## config.mk

```make
export PLATFORM = sky130hd
export DESIGN_NAME = pipe_if_fetch
export DESIGN_NICKNAME = d
export VERILOG_FILES = /design/src/rtl/pipe_if_fetch.sv
export SDC_FILE = /design/constraint.sdc
export NUM_CORES = 1
export LEC_CHECK = 0
export BUFFER_PORTS_ARGS = -buffer_cell sky130_fd_sc_hd__buf_2
export CORE_UTILIZATION = 40
export CTS_BUF_LIST = sky130_fd_sc_hd__clkbuf_16
export CTS_CLUSTER_DIAMETER = 50
export DETAILED_ROUTE_END_ITERATION = 8
export PLACE_DENSITY_LB_ADDON = 0.3
export SLEW_MARGIN = 20
export SYNTH_ARGS = -nofsm -noshare
export SYNTH_HDL_FRONTEND = slang
export SYNTH_SLANG_ARGS = --single-unit
```

## constraint.sdc

```tcl
create_clock -name in_clk -period 7.22 [get_ports in_clk]
set_clock_uncertainty 0.15 [all_clocks]
set_input_delay 0.361 -clock in_clk [delete_from_list [all_inputs] [get_ports in_clk]]
set_output_delay 0.361 -clock in_clk [all_outputs]
set_load 0.005 [all_outputs]
```

## src/rtl/pipe_if_fetch.sv

```systemverilog
// pipe_if_fetch
//   Instruction-fetch stage feeding the IF/ID register. Owns the PC, issues
//   fetches over a req/ready handshake (data returns in the accepting cycle),
//   honours the IF/ID stall/branch controls and discards fetches that were
//   already in flight when a redirect arrived.
//
// Parameters
//   RESET_PC  first fetch address after reset
//   PC_STEP   sequential PC increment in bytes
//
// Ports
//   in_clk, in_rst_n          clock (rising edge), async active-low reset
//   in_stall                  downstream hold, instruction not consumed
//   in_branch, in_target      single-cycle redirect and its target PC
//   out_imem_req/addr         fetch request and address
//   in_imem_ready/rdata       memory accept and same-cycle instruction word
//   out_valid/npc/instruction delivered instruction (NOP when not valid)
//   out_misalign              only with IF_ALIGN_CHECK_EN: last redirect
//                             target was not word aligned, fetching stopped
//
// Configuration
//   IF_ALIGN_CHECK_EN  when defined, misaligned redirect targets park the
//                      stage and raise out_misalign; when undefined the low
//                      two target bits are ignored.
module pipe_if_fetch #(
  parameter logic [31:0] RESET_PC = 32'h0000_0000,
  parameter logic [31:0] PC_STEP  = 32'd4
) (
  input  logic        in_clk,
  input  logic        in_rst_n,
  input  logic        in_stall,
  input  logic        in_branch,
  input  logic [31:0] in_target,
  output logic        out_imem_req,
  output logic [31:0] out_imem_addr,
  input  logic        in_imem_ready,
  input  logic [31:0] in_imem_rdata,
`ifdef IF_ALIGN_CHECK_EN
  output logic        out_misalign,
`endif
  output logic        out_valid,
  output logic [31:0] out_npc,
  output logic [31:0] out_instruction
);

  localparam logic [2:0] S_BOOT  = 3'd0;
  localparam logic [2:0] S_FETCH = 3'd1;
  localparam logic [2:0] S_DROP  = 3'd2;
  localparam logic [2:0] S_HOLD  = 3'd3;
  localparam logic [2:0] S_IDLE  = 3'd4;  // parked after a misaligned redirect

  logic [2:0]  state_r;
  logic [31:0] pc_r;
  logic [31:0] req_addr_r;
  logic [31:0] buf_r;
  logic [31:0] buf_npc_r;

  logic [31:0] target_s;
  logic [31:0] step_npc_s;
  logic        fetch_hit_s;
  logic        hold_out_s;
  logic [2:0]  redir_state_s;   // destination of a redirect with no request pending
  logic [2:0]  drop_done_s;     // destination once the discarded fetch completes

`ifdef IF_ALIGN_CHECK_EN
  logic mis_r;
  logic misaligned_s;
`endif

  // Redirect target qualification and post-redirect destinations
  always_comb begin
`ifdef IF_ALIGN_CHECK_EN
    target_s      = in_target;
    misaligned_s  = (in_target[1:0] != 2'b00);
    redir_state_s = misaligned_s ? S_IDLE : S_FETCH;
    drop_done_s   = mis_r ? S_IDLE : S_FETCH;
`else
    // Low bits are architecturally ignored without the alignment check.
    target_s      = in_target & ~32'd3;
    redir_state_s = S_FETCH;
    drop_done_s   = S_FETCH;
`endif
  end

  // Output decode: a fetch hit is forwarded straight from memory, a held
  // instruction comes from the buffer, anything else is a NOP bubble.
  always_comb begin
    step_npc_s    = req_addr_r + PC_STEP;
    fetch_hit_s   = (state_r == S_FETCH) && in_imem_ready && !in_branch;
    hold_out_s    = (state_r == S_HOLD) && !in_branch;
    out_imem_req  = (state_r == S_FETCH) || (state_r == S_DROP);
    out_imem_addr = req_addr_r;
    if (fetch_hit_s) begin
      out_valid       = 1'b1;
      out_instruction = in_imem_rdata;
      out_npc         = step_npc_s;
    end else if (hold_out_s) begin
      out_valid       = 1'b1;
      out_instruction = buf_r;
      out_npc         = buf_npc_r;
    end else begin
      out_valid       = 1'b0;
      out_instruction = 32'h0000_0000;
      out_npc         = 32'h0000_0000;
    end
  end

  // Fetch state machine, PC and instruction buffer
  always_ff @(posedge in_clk or negedge in_rst_n) begin
    if (!in_rst_n) begin
      state_r    <= S_BOOT;
      pc_r       <= RESET_PC;
      req_addr_r <= RESET_PC;
      buf_r      <= 32'h0000_0000;
      buf_npc_r  <= 32'h0000_0000;
    end else begin
      case (state_r)
        S_BOOT: begin
          if (in_branch) begin
            pc_r       <= target_s;
            req_addr_r <= target_s;
            state_r    <= redir_state_s;
          end else begin
            req_addr_r <= pc_r;
            state_r    <= S_FETCH;
          end
        end
        S_FETCH: begin
          if (in_branch) begin
            pc_r <= target_s;
            if (in_imem_ready) begin
              req_addr_r <= target_s;
              state_r    <= redir_state_s;
            end else begin
              // Request must complete at its old address; discard it later.
              state_r <= S_DROP;
            end
          end else if (in_imem_ready) begin
            if (in_stall) begin
              buf_r     <= in_imem_rdata;
              buf_npc_r <= step_npc_s;
              state_r   <= S_HOLD;
            end else begin
              pc_r       <= step_npc_s;
              req_addr_r <= step_npc_s;
              state_r    <= S_FETCH;
            end
          end else begin
            state_r <= S_FETCH;
          end
        end
        S_HOLD: begin
          if (in_branch) begin
            pc_r       <= target_s;
            req_addr_r <= target_s;
            state_r    <= redir_state_s;
          end else if (!in_stall) begin
            pc_r       <= buf_npc_r;
            req_addr_r <= buf_npc_r;
            state_r    <= S_FETCH;
          end else begin
            state_r <= S_HOLD;
          end
        end
        S_DROP: begin
          if (in_branch) begin
            pc_r <= target_s;
            if (in_imem_ready) begin
              // Stale fetch finishes now; resume straight at the newest target.
              req_addr_r <= target_s;
              state_r    <= redir_state_s;
            end else begin
              state_r <= S_DROP;
            end
          end else if (in_imem_ready) begin
            req_addr_r <= pc_r;
            state_r    <= drop_done_s;
          end else begin
            state_r <= S_DROP;
          end
        end
        S_IDLE: begin
          if (in_branch) begin
            pc_r       <= target_s;
            req_addr_r <= target_s;
            state_r    <= redir_state_s;
          end else begin
            state_r <= S_IDLE;
          end
        end
        default: begin
          state_r <= S_BOOT;
        end
      endcase
    end
  end

`ifdef IF_ALIGN_CHECK_EN
  // Misalignment flag: every redirect re-evaluates it, reset clears it
  always_ff @(posedge in_clk or negedge in_rst_n) begin
    if (!in_rst_n) begin
      mis_r <= 1'b0;
    end else if (in_branch) begin
      mis_r <= misaligned_s;
    end else begin
      mis_r <= mis_r;
    end
  end

  assign out_misalign = mis_r;
`endif

endmodule

```

==> results of run 1 <==
-- final timing paths --
path | to | startpoint | slack, ns
worst max-delay path | out_npc[29] | state_r[1] | 2.88
max in group asynchronous | state_r[0] | in_rst_n | 5.20
worst max register to register | out_imem_addr[26] | state_r[1] | 3.42
min in group asynchronous | buf_npc_r[22] | in_rst_n | 0.39
worst min-delay path | buf_r[10] | in_imem_rdata[10] | 0.01
worst min register to register | pc_r[2] | pc_r[2] | 0.33
-- sequential cells by signal (all words and copies together) (netlist names) --
register / cells
buf_npc_r: 32
buf_r: 32
out_imem_addr: 32
pc_r: 32
state_r: 3
-- cell usage in the layout, fill, tap and decap left out, types with 21 or more instances in the layout --
| cell | netlist | routed |
|---|---|---|
| mux2i_1 | 48 | 48 |
| o21ai_0 | 139 | 139 |
| nor2_1 | 88 | 85 |
| o22ai_1 | 34 | 34 |
| a22o_1 | 41 | 41 |
| mux2_2 | 52 | 52 |
| buf_2 | 29 | 162 |
| dfrtp_1 | 131 | 130 |
| buf_4 | 8 | 24 |
| a21oi_1 | 53 | 53 |
| nand2_1 | 138 | 137 |
| nand3_1 | 33 | 33 |
| inv_1 | 21 | 21 |
-- routing by layer --
layer | GRT usage (%) | vias up | part of all wire [%]
met2 | 44.1 | 650 | 45
met3 | 6.94 | 106 | 10
li1 | - | 4701 | -
met1 | 38.1 | 5022 | 42
met4 | 12.2 | 4 | 3.2
met5 | 0 | - | 0.058
-- where the power goes --
| group | total (mW) | leakage [nW] | switching (mW) | internal, mW |
|---|---|---|---|---|
| logic | 1.19 | 3.07 | 0.673 | 0.516 |
| clock network | 0.954 | 0.298 | 0.373 | 0.581 |
| registers | 1.31 | 1.60 | 0.331 | 0.979 |
-- worst max-delay path: cells and delay by family (launching register included) --
| kind | cells | cell delay, ns |
|---|---|---|
| DFF | 1 | 0.94 |
| and+or+nand+nor | 3 | 1.57 |
| buffers and inverters | 2 | 0.74 |
| AOI/OAI and AO/OA | 1 | 0.13 |
-- metrics by stage --
| step | hold slack, ns | instance area, um^2 |
|---|---|---|
| after global routing | 0.0180 | 11500 |
| after CTS | 0.000952 | 11500 |
| final | 0.0138 | 11500 |
| after detailed placement | 0.311 | 10900 |
| after global placement | 0.305 | 10900 |
| after floorplan | -0.0846 | 9960 |
-- cells by family (layout without fill, tap and decap cells) --
family,after synthesis,count (layout)
AND/OR/NAND/NOR,359,359
AO/OA/AOI/OAI,449,449
flip-flops,131,131
buffers and inverters,141,241
multiplexers,100,100
adder cells (fa/ha/maj),1,1
XOR/XNOR,29,29
-- area by class of cell --
class / count / area, um^2 / share of cell area [%]
clock buffer: 17 / 425 / 3.70
inverter: 21 / 78.8 / 0.686
tap: 324 / 405 / 3.53
sequential: 131 / 3280 / 28.5
timing repair buffer: 188 / 1010 / 8.81
multi-input combinational: 938 / 6090 / 53.0
clock inverter: 15 / 204 / 1.77
-- timing repair --
| item | in CTS | in global routing |
|---|---|---|
| hold endpoints to repair | 76 | 0 |
| hold buffers | 1 | 0 |
| gates resized for setup | 0 | 0 |
==> results.py, run 1 <==
metrics = {
    "yosys": {
        "yosysSeqAreaShare_pct": 32.9,
        "synth_area_leaders": "dfrtp_1, o21ai_0, mux2_2",
        "synth.most_common_cell": "o21ai_0",
        "ys_seq_elements": 131,
        "netlist_area_mm2": 0.00996,
        "synth-xor-area-share_pct": 2.55,
        "synth_compound_gate_area_share_pct": 30.3,
        "yosysTopAreaCell": "dfrtp_1",
        "netlist_instances": 1210,
        "synth_edf_count": 0,
        "yosys.area.top_type_share_pct": 32.9,
        "synthSimpleGateAreaFrac_pct": 16.9,
        "synthArstFlopShare_pct": 100,
        "ys_types": 79,
        "synthMuxAreaShare_pct": 10.7,
        "yosys_warnings": 0,
        "syn_avg_cell_area_um2": 8.23,
        "synth_top_family_by_area": "compound AO/OA/AOI/OAI gates",
        "synth_flop_cell": "dfrtp_1",
        "synthAdderAreaFrac_pct": 0.126,
        "syn_nets": 1280,
        "synth_common_cells": "o21ai_0, nand2_1, dfrtp_1",
    },
    "cells_and_area": {
        "n_antenna_cell": 0,
        "final_core_util_pct": 47.1,
        "areaGrowthSynthToFinish_pct": 15.4,
        "final_cells": 1634,
        "drive_above_1_share_pct": 22.6,
        "nFillCells": 2442,
        "nets": 1367,
    },
    "placement": {
        "post-place-ws_ns": 3.26,
        "numPortBuffers": 164,
        "gp_congestion": 0.859,
        "dp.cells": 1601,
        "hpwlAfterDp_um": 23200,
    },
    "timing": {
        "finalCriticalPeriod_ns": 4.34,
        "slew_violations": 0,
        "fmax_mhz": 230,
        "maxSlewHeadroom_pct": 10.2,
        "setup_viol": 0,
        "tightest_slew_ns": 1.33,
        "finalCritPeriodShare_pct": 60.1,
        "finalHoldViolations": 0,
        "finalWorstSetupSlack_ns": 2.88,
        "setup_tns_ns": 0,
        "rsz0062_at_grt": "false",
    },
    "clock_tree": {
        "post_cts.repair.setup_buffers": 0,
        "cts_buffer_depth": 2,
        "cts_made_buffers": 17,
        "cts.sinks": 131,
        "htree_levels": 4,
        "clock_latency_ns": 0.44,
        "clkSlewWorstSetupHoldPaths_ns": 0.07,
        "cts-root-buf": "clkbuf_16",
        "cts_tree": "done",
    },
    "critical_path": {
        "cp-start-kind": "flip-flop",
        "r2r_cells": 6,
        "critPathMaxFanout": 38,
        "crit_chain": "nand2b_1, nor2_4, buf_4, nand2_1, o21ai_0, buf_2",
        "worst_path_max_delay_cell": "dfrtp_1",
        "arrival_ns": 3.83,
        "slowest_delay_ns": 0.94,
        "required_ns": 6.71,
        "worstSetupPathType": "flip-flop to primary output",
        "crit_path_end_kind": "primary output",
    },
    "hold_path": {
        "hold_class": "input pin to flip-flop",
        "hold-path-cell-count": 2,
    },
    "global_routing": {
        "grt_overflow": 0,
        "grt_pass1_vias": 9950,
        "grt_max_degree": 93,
        "grt_first_pass_wirelength_um": 57200,
        "antenna_found_initial": 2,
        "globalRouteTotalUtil_pct": 28.6,
    },
    "detailed_routing": {
        "drc_errors": 0,
        "num_vias": 10500,
        "routedWlPerCell_um": 22.3,
        "antenna_left": 0,
        "firstDrtPassIters": 8,
        "drt-vias-per-instance": 6.42,
        "drt-total-wl_um": 36400,
        "drtIter0Drc": 1115,
    },
    "floorplanning": {
        "core.rowCount": 57,
        "die_h_um": 160,
        "start_util_pct": 40.8,
        "die_width_um": 160,
        "ios": 167,
        "core_mm2": 0.0244,
        "die-area_mm2": 0.0255,
    },
    "run_status": {
        "status": "finished clean",
    },
    "job": {
        "maxCapViolCount": 0,
    },
    "power_and_ir_drop": {
        "power_mw": 3.45,
        "leakage_nw": 4.98,
        "vdd_ir_drop_max_mv": 0.147,
        "power_density_mw_per_mm2": 300,
    },
}
Note: power is estimated with default switching activity, not from simulation.
==> run 2: changes to the inputs <==
ABC_AREA = 1   (was not set)
clock period = 3.7 ns   (was 7.22 ns; I/O delays follow)
==> results.py, run 2 <==
metrics = {
    "run_status": {
        "status": "finished clean",
    },
    "critical_path": {
        "crit_path_end_kind": "primary output",
        "r2r-end": "pc_r[3]",
        "path_depth": 8,
        "critPathMaxFanout": 47,
        "crit_chain": "inv_2, nand2_1, nor2_2, nand2_4, inv_2, nand2_1, o21ai_0, buf_2",
        "startpoint": "state_r[2]",
        "arrival_ns": 2.93,
        "worst_path_max_delay_cell": "inv_2",
        "cp-endpoint": "out_npc[1]",
        "required_ns": 3.37,
        "crit_family": "buffers and inverters",
        "rrSetupSlack_ns": 0.82,
        "cp_num_buf_inv": 3,
        "r2r_start": "state_r[2]",
        "cp-start-kind": "flip-flop",
        "r2r_cells": 9,
        "slowest_delay_ns": 0.88,
        "worstSetupPathType": "flip-flop to primary output",
    },
    "timing": {
        "slew_violations": 0,
        "whs_ns": 0.00682,
        "rsz0062_at_grt": "false",
        "setup_tns_ns": 0,
        "maxSlewHeadroom_pct": 32.5,
        "finalHoldViolations": 0,
        "setup_viol": 0,
        "finalCriticalPeriod_ns": 3.27,
        "tightest_slew_ns": 1.01,
        "fmax_mhz": 306,
        "finalCritPeriodShare_pct": 88.3,
    },
    "global_routing": {
        "grtUsageMet2_pct": 45.1,
        "grt_pass1_vias": 9778,
        "grt_overflow": 0,
        "met1_usage_pct": 36.2,
        "grt_max_degree": 88,
        "met3_usage_pct": 5.67,
        "antenna_found_initial": 3,
        "grt_busiest_layer": "met2",
        "globalRouteTotalUtil_pct": 27.8,
        "grt_first_pass_wirelength_um": 51500,
    },
    "cells_and_area": {
        "areaGrowthSynthToFinish_pct": 21.1,
        "nFillCells": 2278,
        "final_common_cell": "nand2_1",
        "nets": 1654,
        "final_core_util_pct": 49.2,
        "drive_above_1_share_pct": 15.4,
        "final_cells": 1883,
        "final_cell_mix": "nand2_1, buf_2, dfrtp_1",
    },
    "detailed_routing": {
        "drtIter0Drc": 1223,
        "firstDrtPassIters": 6,
        "num_vias": 10600,
        "antenna_left": 0,
        "drc_errors": 0,
        "drt-vias-per-instance": 5.61,
        "drt-total-wl_um": 32500,
        "routedWlPerCell_um": 17.2,
    },
    "clock_tree": {
        "cts-root-buf": "clkbuf_16",
        "cts_buffer_depth": 2,
        "post_cts.repair.setup_buffers": 0,
        "clkSlewWorstSetupHoldPaths_ns": 0.07,
        "clock_latency_ns": 0.44,
        "cts.sinks": 131,
        "cts.repair.resized": 0,
        "cts_tree": "done",
        "ctsHoldBuffers": 39,
        "htree_levels": 4,
        "cts_made_buffers": 17,
    },
    "placement": {
        "gp_congestion": 0.892,
        "dp.cells": 1811,
        "hpwlAfterDp_um": 20600,
        "numPortBuffers": 164,
    },
    "power_and_ir_drop": {
        "power_mw": 8.84,
        "vdd_ir_drop_max_mv": 0.484,
        "power_density_mw_per_mm2": 797,
        "leakage_nw": 5.78,
    },
    "yosys": {
        "synth_edf_count": 0,
        "syn_avg_cell_area_um2": 6.44,
        "ys_types": 40,
        "syn_nets": 1494,
        "ys_seq_elements": 131,
        "yosys_warnings": 0,
        "synth_area_leaders": "dfrtp_1, nand2_1, o22ai_1",
        "synth_flop_cell": "dfrtp_1",
        "synthArstFlopShare_pct": 100,
        "yosysTopAreaCell": "dfrtp_1",
        "netlist_area_mm2": 0.00916,
        "netlist_instances": 1424,
        "yosys.area.top_type_share_pct": 35.8,
        "synth.most_common_cell": "nand2_1",
        "yosysSeqAreaShare_pct": 35.8,
        "synth_common_cells": "nand2_1, dfrtp_1, inv_1",
    },
    "floorplanning": {
        "die_width_um": 153,
        "ios": 167,
        "core.rowCount": 55,
        "die_h_um": 153,
        "core_mm2": 0.0226,
        "start_util_pct": 40.6,
        "die-area_mm2": 0.0235,
    },
    "job": {
        "maxCapViolCount": 0,
    },
    "hold_path": {
        "hold_class": "input pin to flip-flop",
    },
}
==> run 2: cell count changes after synthesis, sizes merged, moves of 15 or more <==
| cell | previous run | this run |
|---|---|---|
| nand2 | 138 | 562 |
| inv | 21 | 130 |
| nand3 | 33 | 88 |
| mux2 | 52 | 0 |
| mux2i | 48 | 0 |
| a22o | 41 | 0 |
| o22ai | 34 | 71 |
| o21ai | 140 | 107 |
| buf | 54 | 31 |
| a22oi | 14 | 29 |
| nand2b | 15 | 0 |
==> run 2: power by group <==
part           leakage [nW]  switching (mW)  internal, mW
combinational          3.89            2.92          1.57
sequential             1.62           0.602          2.14
clock                 0.263           0.738         0.871
total                  5.78            4.26          4.58
==> run 2: cell families (layout without fill, tap and decap cells) <==
| logic type | after synthesis | count (layout) | share of synthesized area [%] |
|---|---|---|---|
| other | 0 | 1 | 0 |
| and+or+nand+nor | 743 | 743 | 32.8 |
| adders and majority gates | 1 | 1 | 0.137 |
| AOI/OAI and AO/OA | 322 | 322 | 20.7 |
| DFF | 131 | 131 | 35.8 |
| xor gates and xnor gates | 13 | 13 | 1.24 |
| buffers and inverters | 214 | 387 | 9.37 |
==> run 2: cell type report <==
type                    count  area [um^2]  area share, %
clock buffers              17          425           3.83
multi-input cells        1079         5030           45.4
well taps                 285          357           3.21
diodes                      1         2.50         0.0225
inverters                 131          492           4.43
flip-flops and latches    131         3280           29.5
clock inverters            15          123           1.10
repair buffers            224         1390           12.5
==> run 2: worst min-delay path by stage <==
stage | cells past startpoint | startpoint | to
floorplan | 0 | in_rst_n | buf_npc_r[0]
global placement | 1 | in_rst_n | buf_npc_r[18]
detailed placement | 1 | in_rst_n | buf_npc_r[17]
CTS | 7 | in_target[13] | out_imem_addr[13]
global route | 7 | in_target[29] | out_imem_addr[29]
finish | 7 | in_target[13] | out_imem_addr[13]
==> run 2: worst reg2reg max path, cell delays in order, from the launching register on <==
cell and delay [ns]:
dfrtp_1 0.42, inv_2 0.14, nand2_1 0.09, nor2_2 0.15
nand2_4 0.33, inv_2 0.89, a22oi_1 0.27, o21ai_1 0.17
a21oi_1 0.06, o21ai_1 0.14
==> run 2: stage by stage <==
step | area [um^2] | setup slack, ns
after detailed placement | 10200 | 0.866
after CTS | 11100 | 0.430
final | 11100 | 0.432
after global placement | 10200 | 0.864
after global routing | 11100 | 0.231
after floorplan | 9160 | 1.78
==> run 2: layer usage <==
layer	share of wire [%]	wire, um	vias up
li1	-	-	5044
met1	41	13500	4750
met2	45	14600	666
met3	10	3380	91
met4	2.9	932	4
met5	0.10	33	-
==> run 3: changes to the inputs <==
CTS_CLUSTER_SIZE = 30   (was not set)
clock period = 2.7 ns   (was 3.7 ns; I/O delays follow)
==> results.py, run 3 (synthesized netlist as in run 2, its figures left out) <==
metrics = {
    "critical_path": {
        "crit_path_end_kind": "primary output",
        "cp-start-kind": "flip-flop",
        "cp_common_cell": "nand2_1",
        "arrival_ns": 2.37,
        "r2r_start": "state_r[1]",
        "crit_chain": "nand2_1, nor2_1, nand2_1, nor2_4, xor2_1, nand2_1, o22ai_1, buf_2",
        "required_ns": 2.41,
        "rrSetupSlack_ns": 0.50,
        "r2r_cells": 8,
        "critPathMaxFanout": 7,
        "r2r-end": "out_imem_addr[28]",
        "slowest_delay_ns": 0.46,
        "worst_path_max_delay_cell": "dfrtp_2",
        "worstSetupPathType": "flip-flop to primary output",
    },
    "cells_and_area": {
        "n_antenna_cell": 0,
        "areaGrowthSynthToFinish_pct": 26.8,
        "nets": 1692,
        "final_cell_mix": "nand2_1, buf_2, dfrtp_1",
        "final_core_util_pct": 51.5,
        "nFillCells": 2250,
        "final_cell_area_mm2": 0.0116,
        "final_common_cell": "nand2_1",
        "drive_above_1_share_pct": 17.4,
    },
    "hold_path": {
        "min_to": "out_imem_addr[21]",
        "min_from": "in_target[21]",
        "hold_class": "input pin to flip-flop",
        "hold-path-cell-count": 7,
    },
    "timing": {
        "setup_viol": 0,
        "finalWorstSetupSlack_ns": 0.0444,
        "whs_ns": 0.0153,
        "finalCritPeriodShare_pct": 98.4,
        "tightest_slew_ns": 0.878,
        "slew_violations": 0,
        "maxSlewHeadroom_pct": 41.3,
        "fmax_mhz": 377,
        "finalCriticalPeriod_ns": 2.66,
        "setup_tns_ns": 0,
        "finalHoldViolations": 0,
    },
    "global_routing": {
        "grt_max_degree": 53,
        "globalRouteTotalUtil_pct": 27.8,
        "grt_overflow": 0,
        "grt_first_pass_wirelength_um": 51700,
        "antenna_found_initial": 0,
        "grt_pass1_vias": 9849,
    },
    "detailed_routing": {
        "firstDrtPassIters": 7,
        "routedWlPerCell_um": 17.1,
        "drt-vias-per-instance": 5.54,
        "drtIter0Drc": 1173,
        "drc_errors": 0,
        "antenna_left": 0,
        "drt-total-wl_um": 32800,
        "num_vias": 10600,
    },
    "placement": {
        "hpwlAfterDp_um": 21100,
        "gp_congestion": 0.901,
        "postPlaceCellArea_mm2": 0.0103,
        "numPortBuffers": 164,
        "post-place-ws_ns": 0.300,
    },
    "job": {
        "maxCapViolCount": 0,
    },
    "floorplanning": {
        "core_mm2": 0.0226,
        "core.rowCount": 55,
        "die_width_um": 153,
        "ios": 167,
        "die_h_um": 153,
        "die-area_mm2": 0.0235,
        "start_util_pct": 40.6,
    },
    "clock_tree": {
        "cts.sinks": 131,
        "cts-root-buf": "clkbuf_16",
        "htree_levels": 4,
        "cts_buffer_depth": 2,
        "clock_latency_ns": 0.44,
        "clkSlewWorstSetupHoldPaths_ns": 0.07,
        "cts_made_buffers": 17,
        "cts_tree": "done",
    },
    "power_and_ir_drop": {
        "leakage_nw": 6.00,
        "power_density_mw_per_mm2": 1090,
        "vdd_ir_drop_max_mv": 0.489,
    },
    "run_status": {
        "status": "finished clean",
    },
}
[run 3: cell types whose count changed in the layout (fill, tap and decap cells not counted), sizes merged]
cell         delta
clkinv          -3
inv             +4
clkinvlp        -3
dlygate4sd3    +20
buf            +18
diode           -1
bufinv          +2
[run 3: what timing repair did]
action / in CTS / in global routing
hold buffers: 59 / 0
pin swaps: 1 / 2
gates resized for setup: 6 / 23
endpoints found under the hold margin: 135 / 0
endpoints found under the setup margin: 13 / 35
setup buffers: 2 / 4
[run 3: critical path, delay by kind of cell, from the launching register on]
| family | cells | cell delay (ns) |
|---|---|---|
| AND/OR/NAND/NOR | 5 | 0.88 |
| flip-flops | 1 | 0.46 |
| AO/OA/AOI/OAI | 1 | 0.22 |
| XOR/XNOR | 1 | 0.21 |
| buffers and inverters | 1 | 0.16 |
[run 3: per-stage QoR]
step,power [mW],instances
4_1_cts,12.4,1916
6_report,12.6,1920
3_3_place_gp,9.68,1823
3_5_place_dp,9.80,1823
5_1_grt,13.6,1920
2_1_floorplan,7.70,1424
[run 3: cell type report]
class	count	area (um^2)	share of cell area, %
clock buffer	17	425	3.66
clock inverter	15	184	1.58
inverter	131	497	4.27
multi-input combinational	1079	5140	44.2
sequential	131	3280	28.2
tap	285	357	3.07
timing repair buffer	262	1740	14.9
[run 3: worst max path at each step]
stage / startpoint / end
5_1_grt: out_imem_addr[5] / out_npc[17]
2_1_floorplan: out_imem_addr[2] / out_imem_addr[22]
6_report: out_imem_addr[4] / out_npc[15]
3_5_place_dp: out_imem_addr[2] / out_npc[14]
4_1_cts: out_imem_addr[2] / out_npc[14]
3_3_place_gp: out_imem_addr[2] / out_npc[14]
[run 3: metal layers]
layer  track usage, %  part of all wire [%]
met3             6.12                   9.7
met5                0                     0
met2             44.8                    45
met4             10.7                   2.4
met1             36.4                    43
[run 3: where the power goes]
group          leakage, nW  switching (mW)  internal [mW]
clock                0.302            1.06           1.41
sequential            1.62           0.840           2.93
combinational         4.08            4.09           2.31
total                 6.00            5.99           6.65
